===== config.mk =====
export PLATFORM = sky130hd
export DESIGN_NAME = serial_pattern_gen
export DESIGN_NICKNAME = d
export VERILOG_FILES = /design/src/rtl/serial_pattern_pkg.sv /design/src/rtl/piso_shift.sv /design/src/rtl/serial_pattern_gen.sv
export SDC_FILE = /design/constraint.sdc
export NUM_CORES = 1
export LEC_CHECK = 0
export CAP_MARGIN = 0
export CELL_PAD_IN_SITES_DETAIL_PLACEMENT = 1
export CELL_PAD_IN_SITES_GLOBAL_PLACEMENT = 2
export CORE_MARGIN = 3
export CORE_UTILIZATION = 34
export DETAILED_ROUTE_END_ITERATION = 12
export PLACE_DENSITY = 0.85
export SLEW_MARGIN = 20
export SYNTH_ARGS = -nofsm -noshare
export SYNTH_HDL_FRONTEND = slang
export SYNTH_SLANG_ARGS = --single-unit

===== constraint.sdc =====
create_clock -name clk -period 1.9 [get_ports clk]
set_clock_uncertainty 0.1 [all_clocks]
set_input_delay 0.475 -clock clk [delete_from_list [all_inputs] [get_ports clk]]
set_output_delay 0.475 -clock clk [all_outputs]
set_load 0.1 [all_outputs]

===== src/rtl/serial_pattern_pkg.sv =====
// Shared types and default sizing for the serial pattern transmitter.
package serial_pattern_pkg;

  typedef enum logic [1:0] {
    ST_IDLE  = 2'd0,
    ST_SHIFT = 2'd1,
    ST_GAP   = 2'd2
  } state_t;

  localparam int DEF_WIDTH      = 8;
  localparam int DEF_GAP_CYCLES = 2;
  localparam int DEF_RPT_W      = 4;

endpackage


===== src/rtl/piso_shift.sv =====
// Parallel-load, shift-left register; exposes the MSB and the bit below it
// so the caller can form the next MSB ahead of the clock edge.
module piso_shift #(
  parameter int WIDTH = 8
) (
  input  logic             clk,
  input  logic             reset,
  input  logic             i_load,
  input  logic             i_shift,
  input  logic [WIDTH-1:0] i_data,
  output logic             o_msb,
  output logic             o_msb_sub
);

  logic [WIDTH-1:0] r_q;

  always_ff @(posedge clk or posedge reset) begin
    if (reset) begin
      r_q <= '0;
    end else if (i_load) begin
      r_q <= i_data;
    end else if (i_shift) begin
      r_q <= {r_q[WIDTH-2:0], 1'b0};
    end
  end

  assign o_msb     = r_q[WIDTH-1];
  assign o_msb_sub = r_q[WIDTH-2];

endmodule


===== src/rtl/serial_pattern_gen.sv =====
// MSB-first serial word transmitter with programmable repeat count and a
// fixed idle gap between repeats; every output is a flop.
//
//   state    | meaning
//   ST_IDLE  | waiting for a load, load_ready high
//   ST_SHIFT | driving one word bit per cycle
//   ST_GAP   | idle-zero cycles between repeated words
module serial_pattern_gen
  import serial_pattern_pkg::*;
#(
  parameter int WIDTH      = DEF_WIDTH,
  parameter int GAP_CYCLES = DEF_GAP_CYCLES,
  parameter int RPT_W      = DEF_RPT_W
) (
  input  logic             clk,
  input  logic             reset,
  input  logic             load_valid,
  output logic             load_ready,
  input  logic [WIDTH-1:0] pattern,
  input  logic [RPT_W-1:0] repeat_cnt,
  output logic             out,
  output logic             out_valid,
  output logic             busy,
  output logic             done
);

  localparam int BIT_W      = $clog2(WIDTH);
  localparam int GAP_W      = (GAP_CYCLES > 0) ? $clog2(GAP_CYCLES + 1) : 1;
  localparam int GAP_LOAD_I = (GAP_CYCLES > 0) ? GAP_CYCLES - 1 : 0;

  localparam logic [BIT_W-1:0] BIT_LAST = BIT_W'(WIDTH - 1);
  localparam logic [GAP_W-1:0] GAP_LOAD = GAP_W'(GAP_LOAD_I);

  state_t r_state, w_state_n;

  logic [WIDTH-1:0] r_word;
  logic [BIT_W-1:0] r_bit_cnt;
  logic [GAP_W-1:0] r_gap_cnt;
  logic [RPT_W-1:0] r_rpt_left;

  logic r_out, r_out_valid, r_busy, r_done, r_load_ready;
  logic w_out_n, w_out_valid_n, w_busy_n, w_done_n, w_load_ready_n;

  logic             w_accept, w_last_bit, w_more, w_gap_end, w_reload;
  logic             w_pload, w_pshift, w_msb, w_msb_sub, w_msb_n;
  logic [WIDTH-1:0] w_ldata;

  assign w_accept   = (r_state == ST_IDLE) & load_valid;
  assign w_last_bit = (r_state == ST_SHIFT) & (r_bit_cnt == BIT_LAST);
  assign w_more     = (r_rpt_left > RPT_W'(1));
  assign w_gap_end  = (r_gap_cnt == '0);
  assign w_reload   = w_last_bit & w_more;

  // Repeats come from the captured copy so the live input may change freely.
  assign w_ldata  = (r_state == ST_IDLE) ? pattern : r_word;
  assign w_pload  = w_accept | w_reload;
  assign w_pshift = (r_state == ST_SHIFT) & ~w_pload;
  assign w_msb_n  = w_pload ? w_ldata[WIDTH-1] : (w_pshift ? w_msb_sub : w_msb);

  piso_shift #(
    .WIDTH(WIDTH)
  ) u_piso (
    .clk      (clk),
    .reset    (reset),
    .i_load   (w_pload),
    .i_shift  (w_pshift),
    .i_data   (w_ldata),
    .o_msb    (w_msb),
    .o_msb_sub(w_msb_sub)
  );

  always_ff @(posedge clk or posedge reset) begin
    if (reset) begin
      r_state      <= ST_IDLE;
      r_out        <= 1'b0;
      r_out_valid  <= 1'b0;
      r_busy       <= 1'b0;
      r_done       <= 1'b0;
      r_load_ready <= 1'b1;
    end else begin
      r_state      <= w_state_n;
      r_out        <= w_out_n;
      r_out_valid  <= w_out_valid_n;
      r_busy       <= w_busy_n;
      r_done       <= w_done_n;
      r_load_ready <= w_load_ready_n;
    end
  end

  always_comb begin
    w_state_n = r_state;
    case (r_state)
      ST_IDLE: begin
        if (w_accept) w_state_n = ST_SHIFT;
      end
      ST_SHIFT: begin
        if (w_last_bit) begin
          if (!w_more)              w_state_n = ST_IDLE;
          else if (GAP_CYCLES == 0) w_state_n = ST_SHIFT;
          else                      w_state_n = ST_GAP;
        end
      end
      ST_GAP: begin
        if (w_gap_end) w_state_n = ST_SHIFT;
      end
      default: w_state_n = ST_IDLE;
    endcase
  end

  always_comb begin
    w_out_valid_n  = (w_state_n == ST_SHIFT);
    w_out_n        = w_out_valid_n & w_msb_n;
    w_busy_n       = (w_state_n != ST_IDLE);
    w_done_n       = w_last_bit & ~w_more;
    w_load_ready_n = (w_state_n == ST_IDLE);
  end

  always_ff @(posedge clk or posedge reset) begin
    if (reset) begin
      r_word     <= '0;
      r_bit_cnt  <= '0;
      r_gap_cnt  <= '0;
      r_rpt_left <= '0;
    end else begin
      if (w_accept) begin
        r_word     <= pattern;
        r_bit_cnt  <= '0;
        r_rpt_left <= (repeat_cnt == '0) ? RPT_W'(1) : repeat_cnt;
      end else if (r_state == ST_SHIFT) begin
        if (w_last_bit) begin
          r_bit_cnt <= '0;
          if (w_more) r_rpt_left <= r_rpt_left - RPT_W'(1);
        end else begin
          r_bit_cnt <= r_bit_cnt + BIT_W'(1);
        end
      end

      // Gap timer counts down to zero; terminal count releases the next word.
      if (w_reload && (GAP_CYCLES > 0)) begin
        r_gap_cnt <= GAP_LOAD;
      end else if ((r_state == ST_GAP) && !w_gap_end) begin
        r_gap_cnt <= r_gap_cnt - GAP_W'(1);
      end
    end
  end

  assign out        = r_out;
  assign out_valid  = r_out_valid;
  assign busy       = r_busy;
  assign done       = r_done;
  assign load_ready = r_load_ready;

endmodule

==> impl_metrics.toml <==
[outcome]
run_status = "finished clean"

[placement]
dp_cells = 251
io_buffers = 19
gp_congestion = 0.782
dpl.hpwl_mm = 3.24

[pwr]
p_leak_nw = 1.05
p_sw_share_pct = 20.2
combPwrFrac_pct = 4.6
switching_power_uw = 256
powerDensity_nw_per_um2 = 569
ir_worst_vdd_mv = 0.364
p_seq_share_pct = 53.9
pwr-share-clk_pct = 41.5
intPower_mw = 1.01

[yosys]
ys_warn_count = 0
synthFlopType = "dfrtp_1"
seq_area_frac_synth_pct = 48.6
synth_edf_count = 0
synthesis.nets = 191
synth_cells = 171
synthArstFlopShare_pct = 100
avgSynthCellArea_um2 = 9.64
synth_area_um2 = 1650
synth_cell_type_count = 38
ys_seq_elements = 32

[timing]
setup_viol = 0
tns_ns = 0
slew_headroom_pct = 68.0
hold_viol = 0
rsz0062_at_grt = "false"
fmax_mhz = 557
fin_crit_ns = 1.80
tightest_slew_ns = 0.479
final-max-slew-violation-count = 0
layout_worst_path_cycle_share_pct = 94.5

[final_layout]
register_area_um2 = 802
layout.cells.non_filler = 264
syn2layout_area_growth_pct = 34.8
diodes = 0
drive_gt1_share_pct = 23.1
multi_input_area_um2 = 787
final_nets = 231
fillers = 521

[floorplanning]
start_util_pct = 36.6
die_h_um = 75.6
fp.dieArea_um2 = 5720
die_w_um = 75.6
io_pins = 20
rows = 24
coreArea_um2 = 4500

[clock_tree]
cts_buffers = 5
clock_latency_ns = 0.27
clock-sinks = 32
path_clk_slew_ns = 0.06
cts_tree = "yes"
h-tree-depth = 2
hold_buffers = 0
ctsLongestPathBuffers = 2
cts_root_buf = "clkbuf_8"

[global_routing]
grtUsageTotal_pct = 16.5
grt-busiest-layer = "met2"
grt_max_degree = 26
antenna_found_initial = 0
use_met3_pct = 3.69
grt_pass1_wl_mm = 7.05
overflow = 0
grt_use_met1_pct = 19.4
use_met2_pct = 29.8
grt_pass1_vias = 1511

[critical_path]
r2r_end = "u_piso.r_q[4]"
cp_data_arrival_time_ns = 1.84
crit_start = "r_rpt_left[0]"
critPathRequiredTime_ns = 1.95
path_max_fanout = 9
end_kind = "flop"
timing.reg2reg.setup_slack_ns = 0.10
reg2reg_from = "r_rpt_left[0]"
cp-start-kind = "flop"
crit_end = "u_piso.r_q[4]"
reg2regPathDepth = 6
crit_type = "flop to flop"

[detailed_routing]
drt_iter0_drc = 40
ant_nets = 0
wl_per_cell_um = 16.2
dr.pass1.iters = 4
wl_mm = 4.27
drc = 0
viasPerCell = 5.23
route.vias.total = 1382

[job]
cap_violations = 0

[worst_hold_path]
hold_class = "primary input to async pin"
==> critical path, cell delays in order (launching register included) <==
cell	delay, ns
dfrtp_1	0.40
inv_1	0.09
ha_1	0.20
nor2_2	0.08
o31ai_4	0.37
and2_4	0.31
o311ai_2	0.12
==> logic make-up (layout without fill, tap and decap cells) <==
| family | count (synthesis) | in the layout | share of synthesized area, % |
|---|---|---|---|
| XOR/XNOR | 3 | 3 | 1.59 |
| multiplexers | 3 | 3 | 1.82 |
| flip-flops | 32 | 32 | 48.6 |
| AO/OA/AOI/OAI | 34 | 34 | 17.4 |
| AND/OR/NAND/NOR | 76 | 76 | 21.4 |
| adder cells (fa/ha/maj) | 5 | 5 | 3.79 |
| buffers and inverters | 18 | 59 | 5.39 |
==> power groups by stage <==
stage,combinational [mW],sequential [mW],clock [mW]
floorplan,0.0140,0.694,0
CTS,0.0596,0.681,0.543
finish,0.0583,0.682,0.524
global route,0.0642,0.681,0.575
detailed placement,0.0592,0.694,0
global placement,0.0573,0.694,0
==> Yosys cell counts (all sizes together) (2+ instances only) <==
| cell type | n | area, um^2 |
|---|---|---|
| inv | 8 | 30.0 |
| nand4 | 6 | 37.5 |
| o21ai | 8 | 40.0 |
| nor2 | 8 | 30.0 |
| ha | 5 | 62.6 |
| and2 | 3 | 21.3 |
| o311ai | 7 | 106 |
| clkbuf | 2 | 7.51 |
| mux2i | 3 | 30.0 |
| a21oi | 7 | 35.0 |
| nor2b | 3 | 18.8 |
| dfrtp | 31 | 776 |
| nand3 | 2 | 10.0 |
| o211a | 2 | 20.0 |
| and3 | 6 | 37.5 |
| xnor2 | 2 | 17.5 |
| buf | 8 | 51.3 |
| o31ai | 2 | 20.0 |
| nor3 | 4 | 20.0 |
| nand2 | 41 | 154 |
==> registers in the layout (all words and copies together), names as in the netlist <==
register	cells
busy	1
done	1
load_ready	1
out	1
out_valid	1
r_bit_cnt	3
r_gap_cnt	2
r_rpt_left	4
r_state	2
r_word	8
u_piso.r_q	8
==> stage by stage <==
stage | instance area, um^2 | power [mW] | util [%] | hold slack [ns] | worst slack [ns]
2_1_floorplan | 1650 | 0.708 | - | 0.345 | 0.169
3_3_place_gp | 2050 | 0.751 | 45.5 | 0.359 | -0.0984
3_5_place_dp | 2050 | 0.753 | 45.5 | 0.366 | -0.232
4_1_cts | 2180 | 1.28 | 48.3 | 0.373 | 0.00558
5_1_grt | 2220 | 1.32 | 49.4 | 0.393 | 0.0214
6_report | 2220 | 1.26 | 49.4 | 0.360 | 0.104
==> what timing repair did <==
item                       4_1_cts  5_1_grt
pin swaps                        1        3
hold endpoints to repair         0        0
gates resized for setup          1        6
setup endpoints to repair       14       10
setup buffers                    2        3
==> how the worst min path moves through the flow <==
stage	slack, ns	startpoint	endpoint	cells past startpoint
global placement	0.36	r_word[0]	r_word[0]	2
global route	0.39	reset	r_rpt_left[2]	2
finish	0.36	reset	r_rpt_left[2]	2
floorplan	0.34	r_word[0]	r_word[0]	2
CTS	0.37	reset	r_rpt_left[2]	2
detailed placement	0.37	r_word[6]	r_word[6]	2
==> layout make-up <==
class	count	share of cell area, %
flip-flops and latches	32	36.1
multi-input cells	121	35.4
repair buffers	43	20.2
clock buffers	8	4.05
well taps	52	2.93
inverters	8	1.35
==> layout by cell type (no fill, tap or decap), drive strengths merged, types with 2 or more instances in the layout <==
cell	n
nor3	4
o21ai	8
and2	3
buf	29
o311ai	7
nand4	6
and3	6
nor2	8
xnor2	2
ha	5
nor2b	3
clkbuf	8
o31ai	2
nand2	41
mux2i	3
a21oi	7
nand3	2
o211a	2
clkdlybuf4s50	14
dfrtp	31
inv	8
==> per-layer routing <==
metal  vias up  share of wire (%)
met3         6                2.5
li1        668                  -
met2        21                 53
met5         -                  0
met1       687                 43
met4         0                1.1
No activity file was read; power rests on OpenSTA's default activity.
